**src/rtl/shift_pkg.sv**
```systemverilog
// Shared definitions for the iterative shift unit: FSM states, op encodings
// and default widths.
package shift_pkg;

  localparam int DEF_WIDTH   = 32;
  localparam int DEF_SHAMT_W = 5;

  typedef enum logic [1:0] {
    IDLE  = 2'd0,
    SHIFT = 2'd1,
    DONE  = 2'd2
  } state_t;

  localparam logic [1:0] OP_SLL  = 2'b00;
  localparam logic [1:0] OP_SRL  = 2'b01;
  localparam logic [1:0] OP_SRA  = 2'b10;
  localparam logic [1:0] OP_RSVD = 2'b11;

endpackage

```
**src/rtl/shift_step.sv**
```systemverilog
// One combinational shift step (1 or 4 bit positions) for SLL/SRL/SRA.
// The reserved op passes the value through unchanged.
module shift_step
  import shift_pkg::*;
#(
  parameter int WIDTH = DEF_WIDTH
) (
  input  logic [WIDTH-1:0] value,
  input  logic [1:0]       op,
  input  logic             step4,
  output logic [WIDTH-1:0] next_value
);

  logic [2:0] sh;

  // Select the step distance and apply it according to the latched op
  always_comb begin
    sh = step4 ? 3'd4 : 3'd1;
    case (op)
      OP_SLL:  next_value = value << sh;
      OP_SRL:  next_value = value >> sh;
      OP_SRA:  next_value = $unsigned($signed(value) >>> sh);
      default: next_value = value;
    endcase
  end

endmodule

```
**src/rtl/shift_sequencer.sv**
```systemverilog
// Multi-cycle shift controller: sequences shift_step until the shift amount
// is consumed, stalls the pipeline meanwhile and pulses done with the result.
// Optional feature macro: SHIFT_SEQ_FAST4_EN (4-bit steps while count >= 4).
module shift_sequencer
  import shift_pkg::*;
#(
  parameter int WIDTH   = DEF_WIDTH,
  parameter int SHAMT_W = DEF_SHAMT_W
) (
  input  logic               clk,
  input  logic               reset,
  input  logic               start,
  input  logic [1:0]         op,
  input  logic [WIDTH-1:0]   operand,
  input  logic [SHAMT_W-1:0] shamt,
  input  logic               flush,
  output logic               busy,
  output logic               done,
  output logic [WIDTH-1:0]   result,
  output logic               stall
);

  state_t state, state_nxt;

  logic [WIDTH-1:0]   work;
  logic [WIDTH-1:0]   step_value;
  logic [WIDTH-1:0]   result_q;
  logic [SHAMT_W-1:0] count;
  logic [SHAMT_W-1:0] step;
  logic [1:0]         op_q;
  logic               step4;
  logic               can_accept;
  logic               accept;
  logic               quick;
  logic               last_step;

  // A request is taken only when the unit is free and not being killed;
  // zero-amount and reserved requests complete without entering SHIFT.
  assign can_accept = (state == IDLE) || (state == DONE);
  assign accept     = start && can_accept && !flush;
  assign quick      = (shamt == '0) || (op == OP_RSVD);

`ifdef SHIFT_SEQ_FAST4_EN
  assign step4 = (count >= SHAMT_W'(4));
`else
  assign step4 = 1'b0;
`endif

  assign step      = step4 ? SHAMT_W'(4) : SHAMT_W'(1);
  assign last_step = (count == step);

  shift_step #(.WIDTH(WIDTH)) u_step (
    .value      (work),
    .op         (op_q),
    .step4      (step4),
    .next_value (step_value)
  );

  // State register
  always_ff @(posedge clk) begin
    if (reset) state <= IDLE;
    else       state <= state_nxt;
  end

  // Next-state logic; flush overrides everything except reset
  always_comb begin
    state_nxt = state;
    if (flush) begin
      state_nxt = IDLE;
    end else begin
      case (state)
        IDLE, DONE: begin
          if (accept) state_nxt = quick ? DONE : SHIFT;
          else        state_nxt = IDLE;
        end
        SHIFT:   state_nxt = last_step ? DONE : SHIFT;
        default: state_nxt = IDLE;
      endcase
    end
  end

  // Outputs; stall must assert in the request cycle itself, before busy rises
  always_comb begin
    busy   = (state == SHIFT);
    done   = (state == DONE);
    result = result_q;
    stall  = (start && can_accept && !quick && !flush) || busy;
  end

  // Working register, count and completed result. result_q only changes when
  // an operation completes, so a flush leaves the last good value visible.
  always_ff @(posedge clk) begin
    if (reset) begin
      work     <= '0;
      count    <= '0;
      op_q     <= OP_SLL;
      result_q <= '0;
    end else if (accept) begin
      work  <= operand;
      op_q  <= op;
      count <= shamt;
      if (quick) result_q <= operand;
    end else if (busy && !flush) begin
      work  <= step_value;
      count <= count - step;
      if (last_step) result_q <= step_value;
    end
  end

endmodule

```
**config.mk**
```make
export PLATFORM = sky130hd
export DESIGN_NAME = shift_sequencer
export DESIGN_NICKNAME = d
export VERILOG_FILES = /design/src/rtl/shift_pkg.sv /design/src/rtl/shift_step.sv /design/src/rtl/shift_sequencer.sv
export SDC_FILE = /design/constraint.sdc
export NUM_CORES = 1
export LEC_CHECK = 0
export CORE_ASPECT_RATIO = 0.75
export CORE_MARGIN = 3
export CORE_UTILIZATION = 40
export DETAILED_ROUTE_END_ITERATION = 16
export GPL_TIMING_DRIVEN = 0
export PLACE_DENSITY = 0.64
export SKIP_LAST_GASP = 1
export SLEW_MARGIN = 20
export SYNTH_ARGS = -nofsm -noshare
export SYNTH_HDL_FRONTEND = slang
export SYNTH_SLANG_ARGS = --single-unit
```
**constraint.sdc**
```tcl
create_clock -name clk -period 3.5 [get_ports clk]
set_clock_uncertainty 0.1 [all_clocks]
set_input_delay 0.525 -clock clk [delete_from_list [all_inputs] [get_ports clk]]
set_output_delay 0.525 -clock clk [all_outputs]
set_load 0.03 [all_outputs]
```
; Yosys cells after proc, flatten, opt, wreduce, memory -nomap -nowiden
; Cells that the tools add are included.
[totals]
ff_bits = 73
wordCells = 44
[op_classes]
add_sub_neg = 1
n_eq_ne = 7
n_mux = 13
n_reduce_logical = 18
[op_table]
columns = operator, n
row1 = 32-bit 2-to-1 mux, 6
row2 = 32-bit one-hot mux with 3 select lines, 1
row3 = 5-bit 2-to-1 mux, 2
row4 = 2-bit == test (second input constant), 3
row5 = 2-bit 2-to-1 mux, 3
row6 = 5-bit by 1-bit == test with 1-bit output (second input constant), 1
row7 = 1-bit logical AND, 5
row8 = 5-bit zero test, 1
row9 = 5-bit by 1-bit subtractor with 5-bit output (second input constant), 1
row10 = 2-bit by 1-bit == test with 1-bit output (second input constant), 2
row11 = 2-bit zero test, 2
row12 = 2-bit one-hot mux with 2 select lines, 1
row13 = 2-bit nonzero test, 2
row14 = 2-bit OR reduction, 2
row15 = 1-bit logical OR, 3
row16 = 3-bit AND reduction, 1
row17 = 1-bit zero test, 2
row18 = 2-bit by 1-bit != test with 1-bit output (second input constant), 1

; Logic depth before layout (Yosys ltp)
[logic_depth]
ltp_word = 6
ltp_mapped = 8

; By module
; From an unflattened synthesis, not the netlist that was laid out.
[unflattened]
hier_cells = 553
area_unflattened_um2 = 4619.4
[modules_own_cells]
columns = mod, instances, cells_per_inst, area_per_inst_um2, seq_area_each_um2
row1 = shift_sequencer, 1, 393, 3311.9, 1461.4
row2 = shift_step, 1, 160, 1307.5, 0.0

; Worst setup path after synthesis
; No wires, ideal clock.
[synth_path]
path_type = input to output
start = in start
end = out stall
t_arrival_ps = 1458
required_ps = 2875
path_slack_ps = 1417
cell_stages = 5
path_buffers = 1
path_cell_list = nand2b_1 nor2_1 clkbuf_1 nand2_1 nand2_1
[synth_between]
elab_chain_len = 4
[synth_rtl]
columns = element, line
row1 = "start, declared", shift_sequencer.sv:12  ; input logic start,
row2 = 1-bit logical AND (3 in series), shift_sequencer.sv:87  ; stall = (start && can_accept && !quick && !flush) || busy;
row3 = 1-bit logical OR, shift_sequencer.sv:87
row4 = "end, declared", shift_sequencer.sv:20  ; output logic stall
; Every way passes these cells.

; Worst setup path after layout
; Same ends and word-level chain as after synthesis.

==> results.cfg <==
[status]
status = completed

[critical_path]
reg2reg_depth = 7
crit_path_max_incr_delay_ps = 660
cp_slowest_cell = clkdlybuf4s50_1
start_kind = primary input
path_depth = 7
path_cells = clkdlybuf4s50_1, nand2b_1, nor2_2, clkbuf_1, nand2_1, nand2_1, clkdlybuf4s50_1
worst_r2r_endpoint = work[19]$_SDFFE_PP0P_
worstSetupPathType = primary input to output pin
crit_path_end_kind = output pin
crit_fanout = 10
crit_required_ps = 2870
cp_top_family = buffers and inverters
r2r_slack_ps = 1360
worstSetupEndpoint = stall
reg2reg_from = op_q[0]$_SDFFE_PP0P_
crit_start = start
arrival_ps = 2630
critPathBufInv = 3

[synthesis]
yosysTopAreaCellShare_pct = 38.9
yosys-top-cells-count = dfxtp_1 (73), nand2b_1 (48), o211ai_1 (44)
ys_seq_elements = 73
ys_seq_area_share_pct = 38.9
syn-mean-instance-area_um2 = 8.93
synthCells = 421
synth.area.top_cells = dfxtp_1 (39%), o2bb2ai_2 (12%), o211ai_1 (8.8%), nand2b_1 (8.0%), o21ai_0 (5.7%)
async_reset_ff_share_pct = 0
syn_nets = 466
synth.most_common_cell = dfxtp_1
syn_area_um2 = 3760
yosysUniqueCellTypes = 36
ys.flop_type = dfxtp_1
synth_edf_count = 0
synth_top_cell_by_area = dfxtp_1
yosysWarnings = 0

[cells_and_area]
syn_to_final_growth_pct = 33.3
nFillCells = 827
finalNetCount = 553
drive_above_1_share_pct = 11.3
diodes = 0

[sta]
rsz0062_at_grt = no
finalSetupViolations = 0
max_slew_margin_pct = 50.2
fmax_ghz = 0.307
tns_ps = 0
tightest_slew_ps = 742
slew_violations = 0
hold_violations = 0
period_share_pct = 93.1
min_period_ps = 3260

[power_and_ir_drop]
power_density_nw_per_um2 = 455
clkPwrFrac_pct = 44.5
p_sw_share_pct = 26.1
p_int_w = 0.00168
p_seq_share_pct = 39.5
power.switching_w = 0.000594
irDropWorstVdd_mv = 0.245
comb_power_share_pct = 16.1
p_leak_nw = 1.60
totalPowerFinal_w = 0.00228

[die]
dieArea_um2 = 10600
std_cell_rows = 29
fp.dieW_um = 118
io_pins = 78
die_h_um = 90.0
start_util_pct = 42.8
core_area_um2 = 8780

[global_route]
antenna_found_initial = 0
gr-total-overflow = 0
grt_pass1_vias = 3612
grt_pass1_wl_um = 18900
grt_max_degree = 13
grt_usage_pct = 21.6

[drt]
wl_um = 11200
ant_nets = 0
vias = 3662
wl_per_cell_um = 17.6
viasPerCell = 5.75
first_pass_iters = 6
drc = 0
drtIter0Drc = 330

[clocking]
post_cts_resized = 0
cts_hold_buf = 0
clk_pin_slew_worst_paths_ps = 60
post_cts_buffers = 0
numClockSinks = 73
htreeDepth = 3
clk_latency_ps = 330
cts_buffer_depth = 2
cts_buffers = 9
cts_tree = yes
root_buffer = clkbuf_16

[worst_hold_path]
hp-class = flip-flop to flip-flop
hold_path_depth = 1

[placed_design]
dpl.hpwl_um = 7940
gp_congestion = 0.865
io_buffers = 76

[job]
cap_violations = 0
==> state kept, by name (all words and copies together), names as in the netlist <==
register,flops
result,32
state,2
count,5
work,32
op_q,2
==> worst min-delay path by stage <==
stage	from	to	slack, ps
2_1_floorplan	state[1]$_SDFF_PP0_	state[0]$_SDFF_PP0_	330
3_3_place_gp	result[13]$_SDFFE_PP0P_	result[13]$_SDFFE_PP0P_	360
3_5_place_dp	result[13]$_SDFFE_PP0P_	result[13]$_SDFFE_PP0P_	360
4_1_cts	result[13]$_SDFFE_PP0P_	result[13]$_SDFFE_PP0P_	370
5_1_grt	result[16]$_SDFFE_PP0P_	result[16]$_SDFFE_PP0P_	380
6_report	result[13]$_SDFFE_PP0P_	result[13]$_SDFFE_PP0P_	370
==> per-stage QoR <==
| stage | std cells | hold slack [ps] | utilization [%] | cell area [um2] | setup slack, ps |
|---|---|---|---|---|---|
| 3_3_place_gp | 621 | 358 | 53.2 | 4670 | 154 |
| 3_5_place_dp | 621 | 357 | 53.2 | 4670 | 125 |
| 5_1_grt | 637 | 384 | 57.0 | 5010 | 68.0 |
| 2_1_floorplan | 421 | 332 | - | 3760 | 1420 |
| 6_report | 637 | 368 | 57.0 | 5010 | 242 |
| 4_1_cts | 637 | 373 | 57.0 | 5010 | 132 |
==> placed cells by master (no fill, tap or decap), types with 3 or more instances in the layout <==
master	netlist	routed
clkdlybuf4s50_1	0	76
dfxtp_1	73	73
nand2b_1	48	48
o211ai_1	44	44
o21ai_0	43	43
o22ai_1	30	30
o2bb2ai_2	29	29
clkbuf_1	26	27
nor3_1	19	19
nor2_1	19	18
a21oi_1	18	18
nand2_1	16	16
clkbuf_16	0	9
a211oi_1	8	8
buf_2	6	6
a22oi_1	5	5
inv_1	4	4
buf_6	4	4
buf_1	4	4
mux2i_1	3	3
==> metal layers <==
layer  routed length (um)  part of all wire, %  global-route usage, %  vias to the layer above
met2                 4870                   43                   31.2                      128
met4                  143                  1.3                   6.34                        0
met3                  628                  5.6                   4.89                       16
li1                     -                    -                      -                     1769
met1                 5560                   50                   31.9                     1749
met5                    0                    0                      0                        -
==> worst reg2reg max path, stage by stage, from the launching register on <==
cell and delay [ps]:
dfxtp_1 300, clkbuf_1 260, buf_2 290, clkbuf_1 420, o21ai_0 140, o211ai_1 180, o21ai_0 170, o22ai_1 190
==> power groups by stage <==
stage / clock [W] / combinational (W) / sequential, W
2_1_floorplan: 0 / 0.000216 / 0.000923
3_3_place_gp: 0 / 0.000354 / 0.000915
4_1_cts: 0.00102 / 0.000362 / 0.000898
5_1_grt: 0.00106 / 0.000402 / 0.000904
6_report: 0.00101 / 0.000366 / 0.000899
3_5_place_dp: 0 / 0.000359 / 0.000915
==> layout make-up <==
class                           count  area [um2]  share of cell area (%)
Multi-Input combinational cell    303        2090                    41.7
Sequential cell                    73        1460                    29.2
Timing Repair Buffer               76         761                    15.2
Clock buffer                       12         256                    5.12
Buffer                             41         195                    3.90
Tap cell                          124         155                    3.10
Clock inverter                      4        75.1                    1.50
Inverter                            4        15.0                   0.300
==> cell families after synthesis <==
group / count (synthesis) / share of synthesized area, %
AOI/OAI and AO/OA: 187 / 38.3
and+or+nand+nor: 109 / 15.2
DFF: 73 / 38.9
buffers and inverters: 45 / 5.59
muxes: 3 / 0.799
xor gates and xnor gates: 2 / 0.466
adders and majority gates: 2 / 0.666
No activity file was read; power rests on OpenSTA's default activity.
